File: src/rtl/jxli_fp8_pkg.sv
// jxli_fp8_pkg: shared E4M3 definitions for the FP8 arithmetic blocks.
// Holds the accumulator FSM state enum, the format constants, the unpacked
// operand struct and a normalisation helper. The FP8 multiplier is expected
// to import this package too.
package jxli_fp8_pkg;

    typedef enum logic [3:0] {
        ST_LOADH   = 4'd0,
        ST_LOADL   = 4'd1,
        ST_UNPACK  = 4'd2,
        ST_SPECIAL = 4'd3,
        ST_ALIGN   = 4'd4,
        ST_ADD     = 4'd5,
        ST_NORM    = 4'd6,
        ST_PACK    = 4'd7,
        ST_DONE    = 4'd8
    } state_t;

    localparam int                 BIAS = 7;
    localparam logic signed [4:0]  EMIN = -5'sd6;
    localparam logic signed [4:0]  EMAX = 5'sd7;
    localparam logic [6:0]         INF  = 7'h78;
    localparam logic [7:0]         QNAN = 8'h7F;

    // sig is {carry, hidden, m[2:0]}; carry is always 0 straight out of unpack.
    typedef struct packed {
        logic              sign;
        logic signed [4:0] exp;
        logic [4:0]        sig;
        logic              is_nan;
        logic              is_inf;
        logic              is_zero;
    } fp8_unp_t;

    // True when a non-zero significand still needs a normalisation step:
    // either a carry out of the add, or a missing hidden bit that can still be
    // recovered without dropping below the subnormal exponent.
    function automatic logic needs_norm(input logic signed [4:0] e,
                                        input logic [4:0]        s);
        return (s != 5'd0) && (s[4] || (!s[3] && (e > EMIN)));
    endfunction

endpackage

File: src/rtl/jxli_fp8_acc_if.sv
// jxli_fp8_acc_if: nibble-load bus of the E4M3 accumulator.
//   enable  : nibble strobe (high nibble first, then low nibble)
//   clear   : zero the accumulator (only honoured while idle)
//   data    : 4-bit operand nibble
//   acc_out : registered E4M3 accumulator
//   busy    : operation in flight, enable/clear are ignored
//   valid   : one-cycle pulse after acc_out has taken a new sum
// Handshake: a nibble is taken on any rising edge where enable is high and
// the accumulator is waiting for that nibble; there is no backpressure other
// than busy, and anything offered while busy is dropped, not queued.
interface jxli_fp8_acc_if;
    logic       enable;
    logic       clear;
    logic [3:0] data;
    logic [7:0] acc_out;
    logic       busy;
    logic       valid;

    modport master (output enable, clear, data, input acc_out, busy, valid);
    modport slave  (input enable, clear, data, output acc_out, busy, valid);
endinterface

File: src/rtl/jxli_fp8_unpack.sv
// jxli_fp8_unpack: combinational E4M3 byte to unpacked-operand converter.
//   bits : E4M3 encoding
//   unp  : sign, unbiased exponent, 5-bit significand and class flags
module jxli_fp8_unpack
    import jxli_fp8_pkg::*;
(
    input  logic [7:0] bits,
    output fp8_unp_t   unp
);

    logic [3:0] e_field;
    logic [2:0] m_field;

    always_comb begin
        e_field     = bits[6:3];
        m_field     = bits[2:0];
        unp         = '0;
        unp.sign    = bits[7];
        unp.is_nan  = (e_field == 4'hF) && (m_field != 3'd0);
        unp.is_inf  = (e_field == 4'hF) && (m_field == 3'd0);
        unp.is_zero = (e_field == 4'h0) && (m_field == 3'd0);
        if (e_field == 4'h0) begin
            // Subnormal/zero: fixed minimum exponent, no hidden bit.
            unp.exp = EMIN;
            unp.sig = {2'b00, m_field};
        end else begin
            unp.exp = $signed({1'b0, e_field}) - 5'sd7;
            unp.sig = {2'b01, m_field};
        end
    end

endmodule

File: src/rtl/jxli_fp8_acc.sv
// jxli_fp8_acc: multi-cycle E4M3 accumulator, acc <- acc + x, truncating.
//   clock     : rising-edge clock
//   reset     : synchronous, active-high
//   bus       : jxli_fp8_acc_if slave (enable, clear, data in; acc_out,
//               busy, valid out)
//   state_dbg : current FSM state
// Flow: LOADH/LOADL capture x, UNPACK registers both operands, SPECIAL
// resolves NaN/Inf and orders the operands, ALIGN shifts the smaller one a
// bit per cycle, ADD combines, NORM renormalises a bit per cycle, PACK
// writes the result, DONE pulses valid.
module jxli_fp8_acc
    import jxli_fp8_pkg::*;
(
    input  logic            clock,
    input  logic            reset,
    jxli_fp8_acc_if.slave   bus,
    output state_t          state_dbg
);

    state_t            state, state_nxt;
    logic [7:0]        acc, x;
    fp8_unp_t          x_unp, a_unp, x_r, a_r;

    // L: larger operand, later reused as the running result. S: smaller.
    logic              l_sign, s_sign;
    logic signed [4:0] l_exp, s_exp;
    logic [4:0]        l_sig, s_sig;
    logic [1:0]        shift_cnt;

    logic              special_nan, special_inf, x_bigger, align_last;
    logic signed [4:0] s_exp_inc;
    logic [4:0]        add_raw, add_sig, norm_sig;
    logic signed [4:0] add_exp, norm_exp;
    logic              add_sign;
    logic [3:0]        biased;
    logic [7:0]        pack_byte;

    jxli_fp8_unpack u_unpack_x (.bits(x),   .unp(x_unp));
    jxli_fp8_unpack u_unpack_a (.bits(acc), .unp(a_unp));

    // Datapath combinational helpers.
    always_comb begin
        special_nan = x_r.is_nan || a_r.is_nan ||
                      (x_r.is_inf && a_r.is_inf && (x_r.sign != a_r.sign));
        special_inf = x_r.is_inf || a_r.is_inf;

        // A zero accumulator never outranks a non-zero addend.
        x_bigger = (a_r.is_zero && !x_r.is_zero) ||
                   (x_r.exp > a_r.exp) ||
                   ((x_r.exp == a_r.exp) && (x_r.sig > a_r.sig));

        s_exp_inc  = s_exp + 5'sd1;
        align_last = (s_exp_inc == l_exp) || (shift_cnt == 2'd3);

        // L >= S in magnitude, so the subtraction never wraps.
        add_raw = (l_sign == s_sign) ? (l_sig + s_sig) : (l_sig - s_sig);
        if (add_raw == 5'd0) begin
            // Exact zero: +0 at the subnormal exponent so PACK emits 0x00.
            add_sign = 1'b0;
            add_exp  = EMIN;
            add_sig  = 5'd0;
        end else begin
            add_sign = l_sign;
            add_exp  = l_exp;
            add_sig  = add_raw;
        end

        if (l_sig[4]) begin
            norm_sig = l_sig >> 1;
            norm_exp = l_exp + 5'sd1;
        end else begin
            norm_sig = l_sig << 1;
            norm_exp = l_exp - 5'sd1;
        end

        biased = l_exp[3:0] + 4'(BIAS);
        if (l_exp > EMAX) begin
            pack_byte = {l_sign, INF};
        end else if ((l_exp == EMIN) && !l_sig[3]) begin
            pack_byte = {l_sign, 4'h0, l_sig[2:0]};
        end else begin
            pack_byte = {l_sign, biased, l_sig[2:0]};
        end
    end

    // FSM state register.
    always_ff @(posedge clock) begin
        if (reset) state <= ST_LOADH;
        else       state <= state_nxt;
    end

    // FSM next state.
    always_comb begin
        state_nxt = state;
        case (state)
            ST_LOADH:   if (!bus.clear && bus.enable) state_nxt = ST_LOADL;
            ST_LOADL:   if (bus.enable) state_nxt = ST_UNPACK;
            ST_UNPACK:  state_nxt = ST_SPECIAL;
            ST_SPECIAL: begin
                if (special_nan || special_inf) state_nxt = ST_DONE;
                else if (x_r.exp == a_r.exp)    state_nxt = ST_ADD;
                else                            state_nxt = ST_ALIGN;
            end
            ST_ALIGN:   if (align_last) state_nxt = ST_ADD;
            ST_ADD:     state_nxt = needs_norm(add_exp, add_sig)   ? ST_NORM : ST_PACK;
            ST_NORM:    state_nxt = needs_norm(norm_exp, norm_sig) ? ST_NORM : ST_PACK;
            ST_PACK:    state_nxt = ST_DONE;
            ST_DONE:    state_nxt = ST_LOADH;
            default:    state_nxt = ST_LOADH;
        endcase
    end

    // Datapath registers.
    always_ff @(posedge clock) begin
        if (reset) begin
            acc       <= 8'h00;
            x         <= 8'h00;
            x_r       <= '0;
            a_r       <= '0;
            l_sign    <= 1'b0;
            l_exp     <= 5'sd0;
            l_sig     <= 5'd0;
            s_sign    <= 1'b0;
            s_exp     <= 5'sd0;
            s_sig     <= 5'd0;
            shift_cnt <= 2'd0;
        end else begin
            case (state)
                ST_LOADH: begin
                    if (bus.clear)       acc     <= 8'h00;
                    else if (bus.enable) x[7:4]  <= bus.data;
                end
                ST_LOADL: if (bus.enable) x[3:0] <= bus.data;
                ST_UNPACK: begin
                    x_r <= x_unp;
                    a_r <= a_unp;
                end
                ST_SPECIAL: begin
                    shift_cnt <= 2'd0;
                    if (special_nan) begin
                        acc <= QNAN;
                    end else if (special_inf) begin
                        acc <= x_r.is_inf ? {x_r.sign, INF} : {a_r.sign, INF};
                    end
                    if (x_bigger) begin
                        {l_sign, l_exp, l_sig} <= {x_r.sign, x_r.exp, x_r.sig};
                        {s_sign, s_exp, s_sig} <= {a_r.sign, a_r.exp, a_r.sig};
                    end else begin
                        {l_sign, l_exp, l_sig} <= {a_r.sign, a_r.exp, a_r.sig};
                        {s_sign, s_exp, s_sig} <= {x_r.sign, x_r.exp, x_r.sig};
                    end
                end
                ST_ALIGN: begin
                    s_sig     <= s_sig >> 1;
                    s_exp     <= s_exp_inc;
                    shift_cnt <= shift_cnt + 2'd1;
                end
                ST_ADD: begin
                    l_sign <= add_sign;
                    l_exp  <= add_exp;
                    l_sig  <= add_sig;
                end
                ST_NORM: begin
                    l_exp <= norm_exp;
                    l_sig <= norm_sig;
                end
                ST_PACK: acc <= pack_byte;
                default: ;
            endcase
        end
    end

    assign bus.acc_out = acc;
    assign bus.busy    = (state != ST_LOADH) && (state != ST_LOADL);
    assign bus.valid   = (state == ST_DONE);
    assign state_dbg   = state;

endmodule
File: src/flat_wrapper.sv
// flat-port wrapper written by rule: the top's interface ports become plain ports
module jxli_fp8_acc_flat import jxli_fp8_pkg::*;
  (clock, reset, state_dbg, bus_enable, bus_clear, bus_data, bus_acc_out, bus_busy, bus_valid);
  jxli_fp8_acc_if bus_i ();
  input  logic clock;
  input  logic reset;
  output state_t state_dbg;
  input wire logic [$bits(bus_i.enable)-1:0] bus_enable;
  input wire logic [$bits(bus_i.clear)-1:0] bus_clear;
  input wire logic [$bits(bus_i.data)-1:0] bus_data;
  output wire logic [$bits(bus_i.acc_out)-1:0] bus_acc_out;
  output wire logic [$bits(bus_i.busy)-1:0] bus_busy;
  output wire logic [$bits(bus_i.valid)-1:0] bus_valid;
  assign bus_i.enable = bus_enable;
  assign bus_i.clear = bus_clear;
  assign bus_i.data = bus_data;
  assign bus_acc_out = bus_i.acc_out;
  assign bus_busy = bus_i.busy;
  assign bus_valid = bus_i.valid;
  jxli_fp8_acc u_core (.clock(clock), .reset(reset), .bus(bus_i), .state_dbg(state_dbg));
endmodule
File: config.mk
export PLATFORM = sky130hd
export DESIGN_NAME = jxli_fp8_acc_flat
export DESIGN_NICKNAME = d
export VERILOG_FILES = /design/src/rtl/jxli_fp8_pkg.sv /design/src/rtl/jxli_fp8_acc_if.sv /design/src/rtl/jxli_fp8_unpack.sv /design/src/rtl/jxli_fp8_acc.sv /design/src/flat_wrapper.sv
export SDC_FILE = /design/constraint.sdc
export NUM_CORES = 1
export LEC_CHECK = 0
export ABC_AREA = 1
export BUFFER_PORTS_ARGS = -buffer_cell sky130_fd_sc_hd__buf_2
export CAP_MARGIN = 20
export CORE_MARGIN = 8
export CORE_UTILIZATION = 55
export DETAILED_ROUTE_END_ITERATION = 10
export PLACE_DENSITY = 0.79
export SLEW_MARGIN = 10
export SYNTH_ARGS = -nofsm -noshare
export SYNTH_HDL_FRONTEND = slang
export SYNTH_SLANG_ARGS = --single-unit
File: constraint.sdc
create_clock -name clock -period 4.56 [get_ports clock]
set_input_delay 0.684 -clock clock [delete_from_list [all_inputs] [get_ports clock]]
set_output_delay 0.684 -clock clock [all_outputs]
set_load 0.02 [all_outputs]
### After elaboration in Yosys (flattened, before gate mapping)

Index checks and enable logic that the tools add are counted.

| storage, ports and cells | value |
|---|---|
| memories | 0 |
| output and inout bits | 14 |
| bits in read-only memories | 0 |
| word-level logic and storage cells | 147 |
| RAM bits | 0 |
| bits in latches | 0 |
| register bits | 72 |
| bits of input ports | 8 |

| operators by class | value |
|---|---|
| multipliers | 0 |
| $add $sub $neg | 9 |
| shifts and indexed selects | 0 |
| $lt $le $gt $ge | 5 |
| bitwise operators | 1 |
| equal/unequal tests | 23 |
| mux-type cells | 35 |
| reduce and logical (&&, ||, !) cells | 51 |
| div/mod/pow operators | 0 |

Operator list:

| kind | count |
|---|---|
| $mux 5 | 9 |
| $mux 8 | 4 |
| $pmux 4 s8 | 1 |
| $pmux 5 s3 | 2 |
| $pmux 8 s3 | 1 |
| $mux 10 | 2 |
| $pmux 5 s2 | 2 |
| $logic_and 1x1->1 | 17 |
| $eq 4x3->1 const B | 4 |
| $mux 4 | 4 |
| $gt 5x4->1 const B | 3 |
| $mux 7 | 2 |
| $eq 4x4->1 const B | 3 |
| $logic_not 4->1 | 3 |
| $reduce_bool 3->1 | 4 |
| $add 5x2->5 const B | 2 |
| $eq 5x5->1 | 2 |
| $gt 5x5->1 | 2 |
| $reduce_bool 5->1 | 2 |
| $sub 4x3->5 const B | 2 |
| $logic_or 1x1->1 | 9 |
| $reduce_and 3->1 | 3 |
| $eq 4x2->1 const B | 2 |
| $logic_not 3->1 | 2 |
| other kinds (23) | 37 |

### Logic depth before layout (Yosys ltp)

Gate-level depths: netlist (run 1).

| depth | value |
|---|---|
| word-level depth | 10 |
| depth in mapped cells | 21 |

### Cells and area by module

A second synthesis (run 1) with hierarchy kept.

| unflattened totals | value |
|---|---|
| cells, all modules | 677 |
| area, all modules | 4680.7 um2 |

By module, submodules not included:

| module | cells an instance | area an instance (um2) | instances | sequential area each (um2) |
|---|---|---|---|---|
| jxli_fp8_acc | 607 | 4327.9 | 1 | 1441.4 |
| jxli_fp8_unpack | 35 | 176.4 | 2 | 0.0 |

### Worst setup path after synthesis (run 1)

No wires, ideal clock.

| timing path | value |
|---|---|
| kind | reg-to-reg |
| from | register u_core.s_sig[0] |
| to | register u_core.state[0] (netlist: u_core.state_dbg[0]) |
| buffers on the path | 0 |
| library setup time | 131 ps |
| slack | 2209 ps |
| arrival time | 2220 ps |
| stages on the path, launching flop included | 18 |
| cells stage by stage | dfxtp_1 -> inv_1 -> ha_1 -> nand2_1 -> o21ai_0 -> fa_1 -> xnor2_1 -> nand2_1 -> nor2_4 -> nand2_4 -> o21ai_1 -> nand2_1 -> nand2_1 -> nand3_1 -> nand2_1 -> nand2_1 -> nand2_1 -> a21oi_2 |

| on the way | value |
|---|---|
| word-level cells in the longest chain between the ends | 10 |
| elaborated cells on any way between the ends | 14 |

RTL lines:

| item | RTL line | text |
|---|---|---|
| from (decl) | jxli_fp8_acc.sv:27 | `logic [4:0] l_sig, s_sig;` |
| from (signal assigned) | jxli_fp8_acc.sv:147 | `{s_sign, s_exp, s_sig} <= {a_r.sign, a_r.exp, a_r.sig};` |
| from (signal assigned) | jxli_fp8_acc.sv:150 | `{s_sign, s_exp, s_sig} <= {x_r.sign, x_r.exp, x_r.sig};` |
| from (signal assigned) | jxli_fp8_acc.sv:154 | `s_sig <= s_sig >> 1;` |
| $sub 5x5->5 or $add 5x5->5 (tied branches) | jxli_fp8_acc.sv:56 | `add_raw = (l_sign == s_sign) ? (l_sig + s_sig) : (l_sig - s_sig);` |
| $mux 5 (*) | jxli_fp8_acc.sv:56 |  |
| $logic_not 5->1 | jxli_fp8_acc.sv:57 | `if (add_raw == 5'd0) begin` |
| $mux 5 | jxli_fp8_acc.sv:57 |  |
| $gt 5x4->1 or $logic_not 1->1 (tied branches) | jxli_fp8_pkg.sv:40 | `return (s != 5'd0) && (s[4] \|\| (!s[3] && (e > EMIN)));` |
| $logic_and 1x1->1 | jxli_fp8_pkg.sv:40 |  |
| $logic_or 1x1->1 | jxli_fp8_pkg.sv:40 |  |
| $logic_and 1x1->1 (*) | jxli_fp8_pkg.sv:40 |  |
| $mux 1 (*) | jxli_fp8_acc.sv:105 | `ST_ADD: state_nxt = needs_norm(add_exp, add_sig) ? ST_NORM : ST_PACK;` |
| $pmux 4 s8 (*) | jxli_fp8_acc.sv:95 | `case (state)` |
| to (signal assigned) | jxli_fp8_acc.sv:89 | `else state <= state_nxt;` |
| to (decl) | jxli_fp8_acc.sv:20 | `state_t state, state_nxt;` |

Every way passes the cells marked *; elsewhere a longest branch is shown, timed or not.
A chain may end at the register's enable or synchronous reset.

### Worst setup path in the final report (run 1)

Same ends and word-level chain as after synthesis.

==> results of run 1 <==
-- critical path, cell delays in order (launching register included) --
cell and delay, ns:
dfxtp_1 0.38, inv_1 0.06, ha_1 0.29, nand2_1 0.06, o21ai_0 0.14, fa_1 0.47, xnor2_1 0.23, nand2_1 0.12
nor2_4 0.15, nand2_4 0.09, o21ai_1 0.08, nand2_1 0.06, nand2_1 0.05, nand3_1 0.07, nand2_1 0.07, nand2_1 0.04
nand2_1 0.07, a21oi_2 0.05
-- per-stage QoR --
step | util (%) | power [mW] | area, sq um | cells
after floorplan | - | 0.812 | 4310 | 612
after global placement | 57.6 | 0.837 | 4410 | 711
after detailed placement | 57.6 | 0.843 | 4410 | 711
after CTS | 60.5 | 1.38 | 4620 | 727
after global routing | 60.5 | 1.44 | 4620 | 727
final | 60.5 | 1.38 | 4620 | 727
-- power groups by stage --
stage	Combinational, mW	Sequential (mW)	Clock, mW
after floorplan	0.173	0.639	0
after global placement	0.196	0.641	0
after detailed placement	0.202	0.641	0
after CTS	0.202	0.627	0.553
after global routing	0.233	0.630	0.578
final	0.205	0.628	0.548
-- layout by cell type (no fill, tap or decap), types with 2 or more instances in the layout --
master,n
nand3_1,23
clkbuf_8,9
dfxtp_1,69
a31oi_1,13
nor2_2,4
o211ai_1,20
inv_2,9
inv_1,71
o21ai_0,46
bufinv_16,2
xnor2_1,5
xor2_1,10
or2_2,5
ha_1,28
clkinvlp_4,3
a211oi_1,5
nor2_1,53
o31ai_1,4
buf_2,21
nor2_4,3
o21ai_1,3
nand4_1,4
nor3_1,7
a21oi_1,72
fa_1,2
nand2_2,17
nand2_1,103
nand2_4,2
-- metal layers --
layer	part of all wire (%)	vias to the layer above	GRT usage [%]
met5	0	-	0
met3	7.1	18	5.45
met4	2.0	0	7.45
met1	43	1871	25.0
li1	-	2051	-
met2	47	142	34.4
-- kinds of logic after synthesis --
logic type | count (synthesis) | share of synthesized area [%]
AND/OR/NAND/NOR | 223 | 23.1
flip-flops | 69 | 32.1
buffers and inverters | 105 | 10.2
AO/OA/AOI/OAI | 170 | 22.4
adder cells (fa/ha/maj) | 30 | 9.06
XOR/XNOR | 15 | 3.05
-- state kept, by name (all words and copies together) (netlist names) --
signal,flops
u_core.bus.acc_out,8
u_core.l_sign,1
u_core.l_sig,5
u_core.s_sign,1
u_core.state_dbg,4
u_core.x_r,13
u_core.l_exp,5
u_core.shift_cnt,2
u_core.a_r,13
u_core.s_exp,5
u_core.x,8
u_core.s_sig,4
-- layout make-up --
type / instances / area (sq um)
timing repair buffer: 22 / 113
inverter: 80 / 300
fill: 705 / 3020
multi-input combinational: 438 / 2490
tap: 102 / 128
sequential: 69 / 1380
clock buffer: 10 / 128
clock inverter: 6 / 87.6
-- worst paths after layout --
| check | start | to | slack [ns] | cells past startpoint |
|---|---|---|---|---|
| worst max-delay path | u_core.s_sig[0] | u_core.state_dbg[0] | 1.95 | 17 |
| worst min-delay path | u_core.x_r[2] | u_core.x_r[2] | 0.47 | 2 |
| worst max register to register | u_core.s_sig[0] | u_core.state_dbg[0] | 1.95 | 17 |
| worst min register to register | u_core.x_r[2] | u_core.x_r[2] | 0.47 | 2 |
==> metrics.log, run 1 <==
[metrics] fraction of synthesized cell area taken by the top area cell type: 32.1%
[metrics] diode count: 0
[metrics] number of max-capacitance violations reported: 0
[metrics] Final period util: a little under three fifths
[metrics] number of standard cells after synthesis: ~600
[metrics] EDFF count, synth: 0
[metrics] cell at the root of the clock tree: clkbuf_8
[metrics] clock tree skew after final layout: 0.0135 ns
[metrics] worst setup margin: 1.95 ns
[metrics] full die area: 0.0109 sq mm
[metrics] pin count of the biggest net entering global routing: 42
[metrics] Max-slew headroom: a little under half
[metrics] CTS Buf Count: 9
[metrics] peak supply drop: 0.199 mV
[metrics] count of nets left with antenna violations after detail routing: 0
[metrics] pre-CTS setup slack: 1.98 ns
[metrics] worst slew pin tran: 0.821 ns
[metrics] maximum buffer depth of the clock tree: 2
[metrics] first-pass GRT wire length: 18.6 mm
[metrics] Rows: 32
[metrics] TritonCTS clock tree: built
[metrics] via count of the first global-routing pass: about 3900
[metrics] Int Power: 985 uW
[metrics] DIE HEIGHT: 105 um
[metrics] Syn Nets: 650
[metrics] most used standard cell by instance count after synthesis: nand2_1
[metrics] vias: ~4000
[metrics] global placer's final weighted congestion: 0.930
[metrics] timing-limited maximum frequency: 383 MHz
[metrics] sequential cell area fraction in the yosys report: around 32%
[metrics] wirelength, routed: 11.3 mm
[metrics] DRT iter0 DRCs: 270
[metrics] post-synthesis cell type count: 38
[metrics] share of total power in the clock network: 39.7%
[metrics] final worst path period need: 2.61 ns
[metrics] average detailed-routed wire length per instance: 15.5 um
[metrics] layout-stage area growth over the synthesis result: 7.29%
[metrics] CP endpoint kind: flop
[metrics] sum of overflow across all layers after global routing: 0
[metrics] dominant cells by area after synthesis: dfxtp_1 (32%), nand2_1 (9.0%), a21oi_1 (8.4%), ha_1 (8.1%), inv_1 (6.2%)
[metrics] residual DRC count: 0
[metrics] most instantiated cells after synthesis: nand2_1 (103), a21oi_1 (72), inv_1 (71)
[metrics] PwrDens: roughly 300 mW/mm^2
[metrics] Sum Neg Setup Slack: 0 ns
[metrics] largest driver fanout on the critical path: 9
[metrics] type of origin of the critical path: flop
[metrics] worst-skew pair later-pin latency: 0.35 ns
[metrics] number of antenna violations at the first check in global routing: 0
[metrics] fraction of layout cells with a size suffix above 1: 13.0%
[metrics] netlist area before placement: 0.00431 sq mm
[metrics] number of setup buffers added after CTS: 0
[metrics] sequential power share: 45.5%
[metrics] status: complete, no violations
[metrics] Hold WS: 0.466 ns
[metrics] number of buffers inserted by hold repair at cts: 0
[metrics] worst min-delay path category: flop to flop
[metrics] number of instances resized during post-cts repair: 0
[metrics] total number of nets in the final design: 658
[metrics] number of search-and-repair iterations in the first detailed-routing pass: 5
[metrics] initial standard-cell utilization of the core: 56.3%
[metrics] Net Sw Frac: roughly 29%
[metrics] relative contribution of combinational cells to total power: between 10 and 15%
[metrics] aggregate global-route resource usage: 20.7%
[metrics] library cell with the largest summed area after synthesis: dfxtp_1
[metrics] endpoints failing setup: 0
[metrics] Primary FF master, synth: dfxtp_1
[metrics] worst path arrival time: roughly 2.8 ns
[metrics] final hold violations: 0
[metrics] Core Area: 0.00765 sq mm
[metrics] category of the critical setup timing path: flop to flop
[metrics] number of vias per cell after detailed routing: roughly 5.6
[metrics] number of warning messages in the yosys log: 0
[metrics] half-perimeter wire length after detailed placement: around 8.4 mm
[metrics] clock-pin slew on the worst setup and hold paths: 0.08 ns
[metrics] RSZ-0062 raised after global routing: no
[metrics] synthesis-stage register bit count: 69
[metrics] deepest level of the CTS H-tree: 3
[metrics] Pins Over Slew Limit: 0
[metrics] fraction of registers with async set/reset: 0%
[metrics] cell leakage power: roughly 1.9 nW
[metrics] die width: 105 um
[metrics] power spent charging and discharging nets: 395 uW
[metrics] CTS sink count: 69
[metrics] I/O pin total: 22
[metrics] number of input and output port buffers inserted: 21
[metrics] required time worst endpoint: 4.77 ns
[metrics] syn avg cell area: between 7 and 8 sq um
Note: power is estimated with default switching activity, not from simulation.
==> inputs of run 2 (changes only) <==
PLACE_DENSITY = 0.82   (was 0.79)
clock period = 2.4 ns   (was 4.56 ns; I/O delays follow)
==> metrics.log, run 2 (synthesized netlist as in run 1, its figures left out) <==
[metrics] status: complete, no violations
[metrics] Non-Filler Instances: 757 (+4.1%)
[metrics] Overall Power: 2.61 mW (+89%)
[metrics] list of cells traversed by the critical path: inv_2, ha_4, a21oi_4, xor2_2, ha_4, a21oi_2, nand2_1, nand2_1, nand2_2, nor2_4, nand2_4, buf_4, nor2_1, inv_1, a21oi_1, nor3_2
[metrics] pin count of the biggest net entering global routing: 41 (-2.4%)
[metrics] endpoints failing setup: 0 (unchanged)
[metrics] cell at the root of the clock tree: clkbuf_8
[metrics] via count of the first global-routing pass: 3956 (+2.5%)
[metrics] placed cell area: 0.00458 sq mm (+3.9%)
[metrics] clock tree skew after final layout: 0.0116 ns (-0.00192 ns)
[metrics] minimum setup slack among reg-to-reg paths: 0.03 ns (-1.92 ns)
[metrics] worst setup margin: 0.0275 ns (-1.92 ns)
[metrics] final hold violations: 0 (unchanged)
[metrics] half-perimeter wire length after detailed placement: 8.52 mm (+1.0%)
[metrics] cell leakage power: 2.09 nW (+7.7%)
[metrics] required time worst endpoint: 2.61 ns (-2.16 ns)
[metrics] number of max-capacitance violations reported: 0 (unchanged)
[metrics] fraction of layout cells with a size suffix above 1: 20.3% (+7.3 points)
[metrics] full die area: 0.0109 sq mm (unchanged)
[metrics] Core Area: 0.00765 sq mm (unchanged)
[metrics] Pins Over Slew Limit: 0 (unchanged)
[metrics] worst hold endpoint: u_core.x[7]
[metrics] peak supply drop: 0.506 mV (+150%)
[metrics] maximum cell stage delay along the critical path: 0.34 ns (-0.13 ns)
[metrics] CTS Buf Count: 9 (unchanged)
[metrics] global placer's final weighted congestion: 0.954 (+2.6%)
[metrics] vias: 4259 (+4.3%)
[metrics] Rows: 32 (unchanged)
[metrics] worst min-delay path category: input pin to flop
[metrics] timing-limited maximum frequency: 421 MHz (+10%)
[metrics] I/O pin total: 22 (unchanged)
[metrics] Hold WS: 0.280 ns (-0.186 ns)
[metrics] PwrDens: 526 mW/mm^2 (+76%)
[metrics] critical path depth in cells: 16 (-1)
[metrics] average detailed-routed wire length per instance: 15.2 um (-2.5%)
[metrics] TritonCTS clock tree: built
[metrics] number of input and output port buffers inserted: 21 (unchanged)
[metrics] layout-stage area growth over the synthesis result: 15.0%
[metrics] total non-filler cell area in the finished layout: 0.00495 sq mm (+7.1%)
[metrics] commonest non-fill, non-tap cells in the layout: nand2_1 (100), inv_1 (68), a21oi_1 (67)
[metrics] number of buffers inserted by hold repair at cts: 0 (unchanged)
[metrics] Crit path buffers/inverters: 3 (+2)
[metrics] DIE HEIGHT: 105 um (unchanged)
[metrics] CP endpoint kind: flop
[metrics] pre-CTS setup slack: -0.148 ns (-2.13 ns)
[metrics] diode count: 0 (unchanged)
[metrics] first-pass GRT wire length: 18.5 mm (-0.37%)
[metrics] delay-heaviest family, CP: simple AND/OR/NAND/NOR gates
[metrics] worst reg2reg startpoint: u_core.s_sig[1]
[metrics] number of antenna violations at the first check in global routing: 0 (unchanged)
[metrics] Filler cells: 657 (-6.8%)
[metrics] min-delay src: bus_data[3]
[metrics] sum of overflow across all layers after global routing: 0 (unchanged)
[metrics] Final period util: 98.9% (+42 points)
[metrics] residual DRC count: 0 (unchanged)
[metrics] worst-skew pair later-pin latency: 0.35 ns (about the same)
[metrics] final worst path period need: 2.37 ns (-0.238 ns)
[metrics] deepest level of the CTS H-tree: 3 (unchanged)
[metrics] type of origin of the critical path: flop
[metrics] most common cell after layout, fill and taps aside: nand2_1
[metrics] number of search-and-repair iterations in the first detailed-routing pass: 5 (unchanged)
[metrics] aggregate global-route resource usage: 20.7% (+0.065 points)
[metrics] Worst path slowest cell: dfxtp_2
[metrics] largest driver fanout on the critical path: 8 (-1)
[metrics] area of all sequential standard cells: 0.00139 sq mm (+0.36%)
[metrics] DRT iter0 DRCs: 315 (+17%)
[metrics] area taken by multi-input logic gates: 0.00259 sq mm (+4.2%)
[metrics] number of vias per cell after detailed routing: 5.63 (+0.20%)
[metrics] clock-pin slew on the worst setup and hold paths: 0.07 ns (about the same)
[metrics] maximum buffer depth of the clock tree: 2 (unchanged)
[metrics] worst path arrival time: 2.59 ns (-0.23 ns)
[metrics] cell count after placement: 732 (+3.0%)
[metrics] wirelength, routed: 11.5 mm (+1.5%)
[metrics] CTS sink count: 69 (unchanged)
[metrics] Sum Neg Setup Slack: 0 ns (unchanged)
[metrics] category of the critical setup timing path: flop to flop
[metrics] worst slew pin tran: 0.699 ns (-0.122 ns)
[metrics] Max-slew headroom: 53.2% (+8.0 points)
[metrics] cell count of the worst reg-to-reg path: 16 (-1)
[metrics] RSZ-0062 raised after global routing: yes
[metrics] initial standard-cell utilization of the core: 56.3% (unchanged)
[metrics] count of nets left with antenna violations after detail routing: 0 (unchanged)
[metrics] number of cells on the worst hold path: 3 (+1)
[metrics] final core utilization: 64.8% (+4.3 points)
[metrics] total number of nets in the final design: 688 (+4.6%)
[metrics] FF-to-FF End: u_core.l_sign
[metrics] die width: 105 um (unchanged)
[metrics] top flop regs: u_core.a_r: 13 flops, u_core.x_r: 13 flops
[run 2: cell count changes in the layout (fill, tap and decap cells not counted), sizes merged]
cell / previous run / this run
buf: 22 / 52
clkinvlp: 3 / 2
bufinv: 2 / 1
inv: 80 / 82
[run 2: layout make-up]
class | instances | area share [%]
flip-flops and latches | 69 | 28.0
well taps | 102 | 2.58
clock buffers | 10 | 2.58
clock inverters | 6 | 1.44
multi-input cells | 438 | 52.3
repair buffers | 52 | 7.07
inverters | 80 | 6.06
[run 2: report_power, final]
group | internal (mW) | switching (mW)
sequential | 1.17 | 0.0212
combinational | 0.164 | 0.294
clock | 0.489 | 0.467
[run 2: what timing repair did]
action,4_1_cts,5_1_grt
setup endpoints to repair,3,12
gates resized for setup,16,14
buffers inserted,6,3
cloned,0,0
pin swaps,8,11
[run 2: worst max path at each step]
stage               startpoint                   to
3_5_place_dp   u_core.s_sig[1]  u_core.state_dbg[0]
3_3_place_gp   u_core.s_sig[0]  u_core.state_dbg[0]
6_report       u_core.s_sig[1]        u_core.l_sign
5_1_grt        u_core.s_sig[1]  u_core.state_dbg[0]
4_1_cts        u_core.s_sig[1]  u_core.state_dbg[0]
2_1_floorplan  u_core.s_sig[0]  u_core.state_dbg[0]
[run 2: worst register-to-register path: stages, from the launching register on]
cell     delay (ns)
dfxtp_2        0.34
inv_2          0.05
ha_4           0.16
a21oi_4        0.12
xor2_2         0.21
ha_4           0.25
a21oi_2        0.15
nand2_1        0.07
nand2_1        0.09
nand2_2        0.07
nor2_4         0.14
nand2_4        0.09
buf_4          0.14
nor2_1         0.07
inv_1          0.06
a21oi_1        0.16
nor3_2         0.07
[run 2: routing by layer]
layer	share of wire, %	GRT usage (%)	vias to the layer above
li1	-	-	2114
met1	43	24.7	1956
met2	48	35.0	151
met3	6.2	4.83	38
met4	3.4	8.58	0
met5	0	0	-
==> inputs of run 3 (changes only) <==
PLACE_DENSITY = 0.81   (was 0.82)
SYNTH_HIERARCHICAL = 1   (was unset)
==> metrics.log, run 3 <==
[metrics] status: complete, but fails checks
[metrics] violations in the final reports: negative setup slack
[metrics] via count of the first global-routing pass: 4486 (+13%)
[metrics] peak supply drop: 0.396 mV (-22%)
[metrics] list of cells traversed by the critical path: inv_2, nand2_2, nand2_4, inv_4, nor2_4, xor2_2, ha_4, a21oi_4, nand3_1, nand2_2, nor2_4, buf_4, buf_4, nor2_1, nand3_1, nand2_1, nand2_1, nand2_1, a21oi_2
[metrics] Final period util: 102% (+3.0 points)
[metrics] timing-limited maximum frequency: 409 MHz (-3.0%)
[metrics] fraction of registers with async set/reset: 0% (unchanged)
[metrics] worst slew pin tran: 0.740 ns (+0.0406 ns)
[metrics] global placer's final weighted congestion: 0.918 (-3.9%)
[metrics] cell leakage power: 2.32 nW (+11%)
[metrics] Max-slew headroom: 50.5% (-2.7 points)
[metrics] top flop regs: u_core/a_r: 14 flops, u_core/x_r: 14 flops
[metrics] die width: 108 um (+3.6%)
[metrics] endpoints failing setup: 2 (+2)
[metrics] cell count after placement: 795 (+8.6%)
[metrics] pin count of the biggest net entering global routing: 49 (+20%)
[metrics] Sum Neg Setup Slack: -0.0771 ns (-0.0771 ns)
[metrics] deepest level of the CTS H-tree: 3 (unchanged)
[metrics] worst setup margin: -0.0456 ns (-0.0731 ns)
[metrics] number of vias per cell after detailed routing: 5.76 (+2.4%)
[metrics] Non-Filler Instances: 818 (+8.1%)
[metrics] number of warning messages in the yosys log: 6 (+6)
[metrics] aggregate global-route resource usage: 22.6% (+1.9 points)
[metrics] worst-skew pair later-pin latency: 0.36 ns (about the same)
[metrics] half-perimeter wire length after detailed placement: 9.66 mm (+13%)
[metrics] CP endpoint kind: flop
[metrics] sequential cell area fraction in the yosys report: 30.8% (-1.3 points)
[metrics] sequential power share: 37.4% (-8.3 points)
[metrics] DRT iter0 DRCs: 384 (+22%)
[metrics] final hold violations: 0 (unchanged)
[metrics] most common cell after layout, fill and taps aside: nand2_1
[metrics] DIE HEIGHT: 108 um (+3.6%)
[metrics] type of origin of the critical path: flop
[metrics] first-pass GRT wire length: 21.1 mm (+14%)
[metrics] Rows: 33 (+3.1%)
[metrics] Primary FF master, synth: dfxtp_1
[metrics] clock tree skew after final layout: 0.0125 ns (+0.000867 ns)
[metrics] total number of nets in the final design: 747 (+8.6%)
[metrics] Syn Nets: 716 (+10%)
[metrics] fraction of layout cells with a size suffix above 1: 20.1% (-0.25 points)
[metrics] maximum buffer depth of the clock tree: 2 (unchanged)
[metrics] required time worst endpoint: 2.65 ns (+0.04 ns)
[metrics] number of antenna violations at the first check in global routing: 0 (unchanged)
[metrics] commonest non-fill, non-tap cells in the layout: nand2_1 (108), inv_1 (75), a21oi_1 (67), dfxtp_1 (67), nor2_1 (63)
[metrics] RSZ-0062 raised after global routing: yes
[metrics] category of the critical setup timing path: flop to flop
[metrics] vias: 4712 (+11%)
[metrics] maximum cell stage delay along the critical path: 0.35 ns (about the same)
[metrics] number of search-and-repair iterations in the first detailed-routing pass: 5 (unchanged)
[metrics] Worst path slowest cell: dfxtp_2
[metrics] count of nets left with antenna violations after detail routing: 0 (unchanged)
[metrics] EDFF count, synth: 0 (unchanged)
[metrics] diode count: 0 (unchanged)
[metrics] fraction of synthesized cell area taken by the top area cell type: 30.8% (-1.3 points)
[metrics] number of input and output port buffers inserted: 21 (unchanged)
[metrics] Crit path buffers/inverters: 4 (+1)
[metrics] library cell with the largest summed area after synthesis: dfxtp_1
[metrics] residual DRC count: 0 (unchanged)
[metrics] Net Sw Frac: 40.2% (+10 points)
[metrics] worst path arrival time: 2.69 ns (+0.10 ns)
[metrics] initial standard-cell utilization of the core: 57.0% (+0.62 points)
[metrics] cell at the root of the clock tree: clkbuf_8
[metrics] power spent charging and discharging nets: 1.44 mW (+84%)
[metrics] sum of overflow across all layers after global routing: 0 (unchanged)
[metrics] PwrDens: 671 mW/mm^2 (+28%)
[metrics] dominant cells by area after synthesis: dfxtp_1 (31%), nand2_1 (9.1%), ha_1 (7.8%), a21oi_1 (7.2%), o21ai_0 (6.6%)
[metrics] layout-stage area growth over the synthesis result: 14.1%
[metrics] netlist area before placement: 0.00468 sq mm (+8.6%)
[metrics] average detailed-routed wire length per instance: 16.0 um (+5.9%)
[metrics] number of standard cells after synthesis: 677 (+11%)
[metrics] Hold WS: 0.243 ns (-0.0365 ns)
[metrics] TritonCTS clock tree: built
[metrics] most used standard cell by instance count after synthesis: nand2_1
[metrics] worst min-delay path category: input pin to flop
[metrics] largest driver fanout on the critical path: 3 (-5)
[metrics] syn avg cell area: 6.91 sq um (-1.8%)
[metrics] cell type with the highest occurrence count on the critical path: nand2_1
[metrics] share of total power in the clock network: 25.8% (-11 points)
[metrics] post-synthesis cell type count: 42 (+11%)
[metrics] Pins Over Slew Limit: 0 (unchanged)
[metrics] relative contribution of combinational cells to total power: 36.8% (+19 points)
[metrics] most instantiated cells after synthesis: nand2_1 (114), inv_1 (81), dfxtp_1 (72)
[metrics] CTS Buf Count: 9 (unchanged)
[metrics] I/O pin total: 22 (unchanged)
[metrics] clock-pin slew on the worst setup and hold paths: 0.09 ns (+0.02 ns)
[metrics] Core Area: 0.00822 sq mm (+7.4%)
[metrics] delay-heaviest family, CP: simple AND/OR/NAND/NOR gates
[metrics] final worst path period need: 2.45 ns (+0.0731 ns)
[metrics] Int Power: 2.14 mW (+17%)
[metrics] number of max-capacitance violations reported: 0 (unchanged)
[metrics] full die area: 0.0117 sq mm (+7.3%)
[metrics] wirelength, routed: 13.1 mm (+14%)
[metrics] synthesis-stage register bit count: 72 (+4.3%)
[metrics] CTS sink count: 72 (+4.3%)
run 3: changes by cell type after synthesis, sizes merged, moves of 4 or more:
| cell | before | now |
|---|---|---|
| o21ai | 50 | 74 |
| inv | 80 | 92 |
| nor2 | 60 | 71 |
| nand3 | 23 | 32 |
| buf | 14 | 21 |
| nor3 | 8 | 3 |
| a21oi | 73 | 69 |
| a31oi | 13 | 17 |
run 3: final timing paths:
| kind | cells after the start | to | slack [ns] | start |
|---|---|---|---|---|
| setup reg to reg | 19 | u_core/state_dbg[0] | -0.05 | u_core/l_sign |
| hold reg to reg | 1 | u_core/shift_cnt[0] | 0.47 | u_core/shift_cnt[0] |
| hold / removal | 3 | u_core/x[5] | 0.24 | bus_data[1] |
| setup / recovery | 19 | u_core/state_dbg[0] | -0.05 | u_core/l_sign |
run 3: layout make-up:
| type | count | area [sq um] |
|---|---|---|
| fill | 748 | 2880 |
| multi-input combinational | 480 | 2860 |
| sequential | 72 | 1450 |
| timing repair buffer | 53 | 365 |
| inverter | 92 | 350 |
| clock buffer | 10 | 138 |
| tap | 105 | 131 |
| clock inverter | 6 | 50.0 |
run 3: cell families after synthesis:
group | after synthesis | share of synthesized area (%)
buffers and inverters | 127 | 11.7
and+or+nand+nor | 243 | 23.4
adders and majority gates | 31 | 8.61
xor gates and xnor gates | 13 | 2.43
AOI/OAI and AO/OA | 189 | 22.8
other | 2 | 0.160
DFF | 72 | 30.8
run 3: timing repair:
item,in CTS,in global routing
hold buffers,0,0
pin swaps,10,19
hold endpoints to repair,0,0
setup buffers,3,2
endpoints found under the setup margin,7,17
resized for setup,25,17
gates cloned,0,2
run 3: per-layer routing:
metal	wire length (um)	vias up	GRT usage, %
li1	-	2297	-
met1	5340	2184	25.0
met2	6480	184	40.4
met3	804	47	4.52
met4	497	0	11.0
met5	0	-	0
run 3: power groups by stage:
stage	clock network, mW	logic (mW)	registers (mW)
CTS	0.939	1.20	1.34
finish	0.925	1.32	1.34
global route	0.983	1.44	1.35
global placement	0	1.14	1.36
floorplan	0	0.879	1.36
detailed placement	0	1.18	1.36
run 3: per-stage QoR:
stage,setup slack [ns],power (mW),util (%),instance area [sq um]
2_1_floorplan,0.00697,2.24,-,4680
3_3_place_gp,-0.0531,2.50,60.0,4930
3_5_place_dp,-0.153,2.54,60.0,4930
4_1_cts,-0.0192,3.48,63.4,5210
5_1_grt,-0.157,3.78,65.0,5340
6_report,-0.0456,3.58,65.0,5340
run 3: worst reg2reg max path, cell delays in order (launching register included):
cell	delay, ns
dfxtp_2	0.35
inv_2	0.06
nand2_2	0.06
nand2_4	0.10
inv_4	0.06
nor2_4	0.12
xor2_2	0.21
ha_4	0.25
a21oi_4	0.16
nand3_1	0.12
nand2_2	0.11
nor2_4	0.05
buf_4	0.13
buf_4	0.12
nor2_1	0.10
nand3_1	0.10
nand2_1	0.06
nand2_1	0.05
nand2_1	0.07
a21oi_2	0.05
